--- src/rtl/mux_logic_unit.sv ---
// Pipelined bitwise logic unit: every result bit is a 2:1 mux selected by an operand-A bit,
// with a valid/ready stream interface and an accumulate (fold) mode. Optional MLU_PARITY_EN adds out_parity.
module mux_logic_unit #(
   parameter int WIDTH = 8,
   parameter int CNT_W = 8
) (
   input  logic             clk,
   input  logic             rst,
   input  logic             in_valid,
   output logic             in_ready,
   input  logic [WIDTH-1:0] in_a,
   input  logic [WIDTH-1:0] in_b,
   input  logic [2:0]       in_op,
   input  logic             in_acc,
   input  logic             in_last,
   output logic             out_valid,
   input  logic             out_ready,
   output logic [WIDTH-1:0] out_y,
   output logic             out_last,
   output logic [CNT_W-1:0] out_beats
`ifdef MLU_PARITY_EN
   ,
   output logic             out_parity
`endif
);

   typedef enum logic [0:0] {
      S_FIRST = 1'b0,
      S_ACC   = 1'b1
   } state_t;

   localparam logic [CNT_W-1:0] CNT_ONE = CNT_W'(1);
   localparam logic [CNT_W-1:0] CNT_MAX = {CNT_W{1'b1}};

   // Each op picks the mux data inputs (i0 when sel=0, i1 when sel=1) from {0, 1, b, ~b}.
   function automatic logic [WIDTH-1:0] mux_fn(
      input logic [WIDTH-1:0] sel,
      input logic [WIDTH-1:0] b,
      input logic [2:0]       op
   );
      logic [WIDTH-1:0] i0;
      logic [WIDTH-1:0] i1;
      case (op)
         3'd0: begin i0 = {WIDTH{1'b0}}; i1 = b;               end
         3'd1: begin i0 = b;               i1 = {WIDTH{1'b1}}; end
         3'd2: begin i0 = {WIDTH{1'b1}}; i1 = ~b;              end
         3'd3: begin i0 = b;               i1 = ~b;              end
         3'd4: begin i0 = ~b;              i1 = {WIDTH{1'b0}}; end
         3'd5: begin i0 = ~b;              i1 = b;               end
         3'd6: begin i0 = b;               i1 = b;               end
         3'd7: begin i0 = {WIDTH{1'b1}}; i1 = {WIDTH{1'b0}}; end
         default: begin i0 = {WIDTH{1'b0}}; i1 = {WIDTH{1'b0}}; end
      endcase
      return (sel & i1) | (~sel & i0);
   endfunction

`ifdef MLU_PARITY_EN
   function automatic logic parity_fn(input logic [WIDTH-1:0] v);
      return ^v;
   endfunction
`endif

   state_t           state_r;
   state_t           state_nxt_s;
   logic             advance_s;
   logic             accept_s;
   logic             beat_first_s;
   logic             beat_mode_s;

   logic             s1_valid_r;
   logic [WIDTH-1:0] s1_a_r;
   logic [WIDTH-1:0] s1_b_r;
   logic [2:0]       s1_op_r;
   logic             s1_mode_r;
   logic             s1_last_r;
   logic             s1_first_r;

   logic [WIDTH-1:0] s2_sel_s;
   logic [WIDTH-1:0] s2_y_s;
   logic [CNT_W-1:0] s2_cnt_s;
   logic             s2_emit_s;
   logic             s2_fold_s;

   logic [WIDTH-1:0] acc_r;
   logic [CNT_W-1:0] cnt_r;
   logic             out_valid_r;
   logic [WIDTH-1:0] out_y_r;
   logic             out_last_r;
   logic [CNT_W-1:0] out_beats_r;

   assign advance_s = !out_valid_r || out_ready;
   assign accept_s  = in_valid && advance_s;
   assign in_ready  = advance_s;

   // Packet tracking: classify the incoming beat and pick its mode.
   always_comb begin
      state_nxt_s  = state_r;
      beat_first_s = (state_r == S_FIRST);
      if (beat_first_s) begin
         beat_mode_s = in_acc;
      end else begin
         beat_mode_s = 1'b1;
      end
      if (accept_s) begin
         case (state_r)
            S_FIRST: begin
               if (in_acc && !in_last) begin
                  state_nxt_s = S_ACC;
               end else begin
                  state_nxt_s = S_FIRST;
               end
            end
            S_ACC: begin
               if (in_last) begin
                  state_nxt_s = S_FIRST;
               end else begin
                  state_nxt_s = S_ACC;
               end
            end
            default: state_nxt_s = S_FIRST;
         endcase
      end else begin
         state_nxt_s = state_r;
      end
   end

   // Packet state register.
   always_ff @(posedge clk) begin
      if (rst) begin
         state_r <= S_FIRST;
      end else begin
         state_r <= state_nxt_s;
      end
   end

   // Stage 1: capture the accepted beat with its packet flags.
   always_ff @(posedge clk) begin
      if (rst) begin
         s1_valid_r <= 1'b0;
         s1_a_r     <= {WIDTH{1'b0}};
         s1_b_r     <= {WIDTH{1'b0}};
         s1_op_r    <= 3'd0;
         s1_mode_r  <= 1'b0;
         s1_last_r  <= 1'b0;
         s1_first_r <= 1'b0;
      end else if (advance_s) begin
         s1_valid_r <= in_valid;
         if (in_valid) begin
            s1_a_r     <= in_a;
            s1_b_r     <= in_b;
            s1_op_r    <= in_op;
            s1_mode_r  <= beat_mode_s;
            s1_last_r  <= in_last;
            s1_first_r <= beat_first_s;
         end
      end
   end

   // Stage 2 evaluation: later fold beats select on the running accumulator instead of in_a.
   always_comb begin
      if (s1_first_r) begin
         s2_sel_s = s1_a_r;
         s2_cnt_s = CNT_ONE;
      end else begin
         s2_sel_s = acc_r;
         if (cnt_r == CNT_MAX) begin
            s2_cnt_s = cnt_r;
         end else begin
            s2_cnt_s = cnt_r + CNT_ONE;
         end
      end
      s2_y_s    = mux_fn(s2_sel_s, s1_b_r, s1_op_r);
      s2_emit_s = s1_valid_r && (!s1_mode_r || s1_last_r);
      s2_fold_s = s1_valid_r && s1_mode_r;
   end

   // Stage 2 registers: result, accumulator and beat counter.
   always_ff @(posedge clk) begin
      if (rst) begin
         out_valid_r <= 1'b0;
         out_y_r     <= {WIDTH{1'b0}};
         out_last_r  <= 1'b0;
         out_beats_r <= {CNT_W{1'b0}};
         acc_r       <= {WIDTH{1'b0}};
         cnt_r       <= {CNT_W{1'b0}};
      end else if (advance_s) begin
         out_valid_r <= s2_emit_s;
         if (s2_emit_s) begin
            out_y_r     <= s2_y_s;
            out_last_r  <= s1_last_r;
            out_beats_r <= s2_cnt_s;
         end
         if (s2_fold_s) begin
            acc_r <= s2_y_s;
            cnt_r <= s2_cnt_s;
         end
      end
   end

`ifdef MLU_PARITY_EN
   logic out_parity_r;

   // Parity travels with out_y and holds under backpressure.
   always_ff @(posedge clk) begin
      if (rst) begin
         out_parity_r <= 1'b0;
      end else if (advance_s && s2_emit_s) begin
         out_parity_r <= parity_fn(s2_y_s);
      end
   end

   assign out_parity = out_parity_r;
`endif

   assign out_valid = out_valid_r;
   assign out_y     = out_y_r;
   assign out_last  = out_last_r;
   assign out_beats = out_beats_r;

endmodule

--- config.mk ---
export PLATFORM = sky130hd
export DESIGN_NAME = mux_logic_unit
export DESIGN_NICKNAME = d
export VERILOG_FILES = /design/src/rtl/mux_logic_unit.sv
export SDC_FILE = /design/constraint.sdc
export NUM_CORES = 1
export LEC_CHECK = 0
export BUFFER_PORTS_ARGS = -buffer_cell sky130_fd_sc_hd__buf_2
export CORE_ASPECT_RATIO = 0.5
export CORE_MARGIN = 5
export CORE_UTILIZATION = 51
export CTS_BUF_LIST = sky130_fd_sc_hd__clkbuf_16
export DETAILED_ROUTE_END_ITERATION = 16
export GPL_TIMING_DRIVEN = 1
export PLACE_DENSITY_LB_ADDON = 0.15
export SYNTH_ARGS = -nofsm -noshare
export SYNTH_HDL_FRONTEND = slang
export SYNTH_SLANG_ARGS = --single-unit
--- constraint.sdc ---
create_clock -name clk -period 1.8 [get_ports clk]
set_clock_uncertainty 0.1 [all_clocks]
set_input_delay 0.18 -clock clk [delete_from_list [all_inputs] [get_ports clk]]
set_output_delay 0.18 -clock clk [all_outputs]
set_load 0.01 [all_outputs]
* Yosys cells after proc, flatten, opt, wreduce, memory -nomap -nowiden *
Cells that the tools add are included.

operators by class
  multiply operators = 0
  add/sub/neg operators = 1
  bitwise gates (word level) = 6
  mux-type cells = 9
  equal/unequal tests = 8
  reductions and logical operators = 19
  div/mod/pow operators = 0
  $lt $le $gt $ge = 0
  shift-type cells = 0

operators with widths
  cell                                                             count
  8-bit case mux with 4 select lines                               2
  8-bit two-way mux                                                3
  8-bit bitwise AND                                                2
  8-bit NOT                                                        2
  3-bit == test, second input constant                             4
  8-bit by 1-bit adder with 8-bit output, second input constant    1
  8-bit == test, second input constant                             1
  8-bit OR                                                         1
  2-bit OR reduction                                               4
  3-bit by 2-bit == test with 1-bit output, second input constant  2
  2-bit AND reduction                                              3
  3-bit OR reduction                                               2
  1-bit logical AND                                                4
  3-bit by 1-bit == test with 1-bit output, second input constant  1
  1-bit zero test                                                  3
  3-bit zero test                                                  1
  1-bit two-way mux                                                3
  1-bit logical OR                                                 2
  1-bit case mux with 2 select lines                               1
  1-bit NOT                                                        1

word-level totals
  output and inout port bits = 19
  bits in latches = 0
  word-level logic and storage cells = 57
  memories kept = 0
  register bits = 58
  ROM bits = 0
  bits in writable memories = 0

* Logic depth before layout (Yosys ltp) *
  depth after elaboration = 5
  gate-level depth with buffers = 7
  depth with buffers taken out = 5

* Worst setup path after synthesis *
No wires, ideal clock.

  path type = flip-flop to flip-flop
  start = register cnt_r[1]
  end = register out_beats_r[1], in the netlist out_beats[1]
  slack = -0.050 ns
  period minus slack after synthesis = 1.850 ns
  required time = 1.583 ns
  buffers on the path = 0
  data arrival time = 1.634 ns
  stages on the path, launching flop included = 6
  path through = dfxtp_1 ha_1 nand4_1 or3_1 mux2_1 a22o_1

on the way
  longest elaborated chain between the ends = 3

RTL lines
  item                                                                     RTL line  RTL
  from (decl)                                                              85        logic [CNT_W-1:0] cnt_r;
  from (signal assigned)                                                   185       cnt_r <= {CNT_W{1'b0}};
  from (signal assigned)                                                   195       cnt_r <= s2_cnt_s;
  8-bit by 1-bit adder with 8-bit output or 8-bit == test (tied branches)  169, 166
  8-bit two-way mux *                                                      166       if (cnt_r == CNT_MAX) begin
  8-bit two-way mux *                                                      161       if (s1_first_r) begin
  to (signal assigned)                                                     183       out_beats_r <= {CNT_W{1'b0}};
  to (signal assigned)                                                     191       out_beats_r <= s2_cnt_s;
  to (decl)                                                                89        logic [CNT_W-1:0] out_beats_r;

Mark *: on every way between the ends. The rest lies on a longest branch, timed or not.
A chain may end at the register's enable or synchronous reset.

* Worst setup path after layout *
  start = register s1_first_r
  end = register acc_r[6]

on the way
  longest elaborated chain between the ends = 4

RTL lines
  item                    RTL line  RTL
  from (decl)             76        logic s1_first_r;
  from (signal assigned)  154       s1_first_r <= beat_first_s;
  8-bit two-way mux *     161
  8-bit NOT               54        return (sel & i1) | (~sel & i0);
  8-bit bitwise AND       54
  8-bit OR *              54
  to (signal assigned)    184       acc_r <= {WIDTH{1'b0}};
  to (signal assigned)    194       acc_r <= s2_y_s;
  to (decl)               84        logic [WIDTH-1:0] acc_r;

Marks and branches as above.

==> metrics.txt <==
Final Slew Violations=0; DPL Wire Length=5830 um; share of Yosys cell area claimed by the top area cell type=39.6%; final WL=8850 um; synthesized cell area=2930 um2; Row Count=19; failing checks=negative setup slack; via count=3087; synthesized flop and latch total=58; Final Hold Fails=0; delay-heaviest family, CP=compound AO/OA/AOI/OAI gates; layout cells sized above 1=28.2%; Avg Cell Area, Syn=7.90 um2; CP peak stage delay=460 ps; Power Density=815 nW/um2; slowest cell on the critical path=a2111o_1; Final Power=3.34 mW; routed vias/inst=5.74; die width=117 um; fin crit share=100%; largest net degree at the start of global routing=35; per-cell routed wire length=16.4 um; core region area=5520 um2; Post-synth ARST share=0%; worst hold slack=34.2 ps; Primary FF master, synth=dfxtp_1; CTS tree=done; outcome=finished, violations left; H-Tree Depth=3; CP Buf/Inv Count=1; TritonCTS Sinks=58; Post-Syn Instances=371; worst path arrival time=1940 ps; Hold Path Class=in -> reg; most common cell in the synthesized netlist=dfxtp_1; fin nets=487; CP Max Fanout=6; clk_lat worst skew=330 ps; Setup CP Type=reg -> reg; worst-path cell chain=buf_12 -> mux2i_4 -> o22ai_2 -> a2111o_1 -> o31ai_1; Die ar.=7450 um2; worst relative slew slack=63.3%; YS warnings=0; IO Pins=44; routability cong.=0.894; vias in the first global route=3057; Area Growth Syn to Fin=39.7%; Area contributors post-synth=dfxtp_1, nand2_1, a21oi_1; Worst Setup End Kind=flop; CP required=1940 ps; CTS buffer count=9; Filler Cells Inserted=421; Port Buffers=43; antenna cells=0; Cell variety after synth=47; Place WS=-189 ps; setup violators final=1; clock slew at the register clock pins of the worst setup and hold paths=50 ps; worst slew pin tran=549 ps; fmax=554 MHz; EDFF count, synth=0; RSZ-0062 raised after global routing=yes; top cells by count, synth=dfxtp_1, nand2_1, a21oi_1; initial antenna violation count=0; first-pass GRT wire length=14200 um; Seq/Total Area, Yosys=39.6%; worst vdd ir=0.000770 V; Die Y=63.6 um; total gr overflow=0; Setup crit start kind=flop; Synth Net Count=397; drt pass-1 iters=4; DRC=0; Longest Clk Path Bufs=2; Root Buffer=clkbuf_16; Max-Cap Viols=0; Setup WS post-layout=-4.24 ps; Overall Global Routing Usage=24.5%; Min Clock Period, post-route=1800 ps; largest area contributor in the netlist=dfxtp_1; Initial DRC Count=209; Initial Utilization=53.1%; Leakage=1.61 nW; remaining antenna violation count=0
## power breakdown
part / switching [mW] / total, mW / leakage (nW) / internal (mW)
Sequential: 0.0591 / 1.40 / 0.475 / 1.34
Clock: 0.556 / 1.45 / 0.131 / 0.896
Combinational: 0.258 / 0.487 / 1.01 / 0.229
## logic make-up (layout without fill, tap and decap cells)
| kind of cell | count (synthesis) | in the layout | share of synthesized area (%) |
|---|---|---|---|
| adders and majority gates | 1 | 1 | 0.427 |
| xor gates and xnor gates | 2 | 2 | 0.598 |
| DFF | 58 | 58 | 39.6 |
| buffers and inverters | 38 | 132 | 5.30 |
| AOI/OAI and AO/OA | 110 | 110 | 24.3 |
| muxes | 10 | 10 | 4.14 |
| and+or+nand+nor | 152 | 152 | 25.5 |
## final cells by class
cell class	count	area [um2]	area share [%]
Clock inverter	6	26.3	0.642
Clock buffer	9	225	5.50
Timing Repair Buffer	105	771	18.8
Sequential cell	58	1170	28.6
Tap cell	73	91.3	2.23
Inverter	12	45.0	1.10
Multi-Input combinational cell	275	1760	43.1
## worst register-to-register path, delay by kind of cell, from the launching register on
kind,cells,cell delay (ps)
compound gates,3,790
flops,1,420
mux,1,260
buf+inv,1,140
## through the flow
stage	TNS (ps)	util, %	instances	cell area (um2)
2_1_floorplan	0	-	371	2940
3_3_place_gp	-766	62.7	501	3460
3_5_place_dp	-1760	62.7	501	3460
4_1_cts	0	71.7	537	3960
5_1_grt	-501	74.2	538	4090
6_report	-4.24	74.2	538	4090
## path summary, 6_finish.rpt
kind	start	endpoint	slack, ps	cells past startpoint
max reg2reg	s1_first_r	acc_r[6]	-4	5
min reg2reg	out_last	out_last	350	2
min	out_ready	s1_valid_r	30	3
max	s1_first_r	acc_r[6]	-4	5
## registers in the layout (all words and copies together), names as in the netlist
| signal | cells |
|---|---|
| out_y | 8 |
| s1_first_r | 1 |
| out_beats | 8 |
| s1_op_r | 3 |
| s1_last_r | 1 |
| s1_mode_r | 1 |
| out_last | 1 |
| s1_valid_r | 1 |
| s1_a_r | 8 |
| state_r | 1 |
| out_valid | 1 |
| cnt_r | 8 |
| acc_r | 8 |
| s1_b_r | 8 |
## timing repair
| item | CTS | global route |
|---|---|---|
| resized for setup | 8 | 31 |
| endpoints found under the hold margin | 20 | 0 |
| setup buffers | 1 | 1 |
| hold buffers | 20 | 0 |
| cloned | 0 | 0 |
| pin swaps | 5 | 17 |
| endpoints found under the setup margin | 19 | 22 |
## placed cells by master, fill, tap and decap left out, types with 9 or more instances in the layout
| master | instances |
|---|---|
| buf_4 | 36 |
| inv_1 | 12 |
| o21ai_0 | 14 |
| buf_2 | 43 |
| nand2_1 | 52 |
| clkbuf_16 | 9 |
| nor2_1 | 21 |
| dlygate4sd3_1 | 20 |
| o31ai_2 | 9 |
| nand2b_1 | 18 |
| nand3_1 | 26 |
| a21oi_1 | 39 |
| dfxtp_1 | 54 |
## routing by layer
metal / share of wire (%) / vias to the layer above / global-route usage, %
met3: 7.0 / 17 / 7.74
met4: 1.9 / 0 / 11.2
met2: 49 / 102 / 39.6
met1: 42 / 1451 / 29.5
met5: 0 / - / 0
li1: - / 1517 / -
Note: power is estimated with default switching activity, not from simulation.
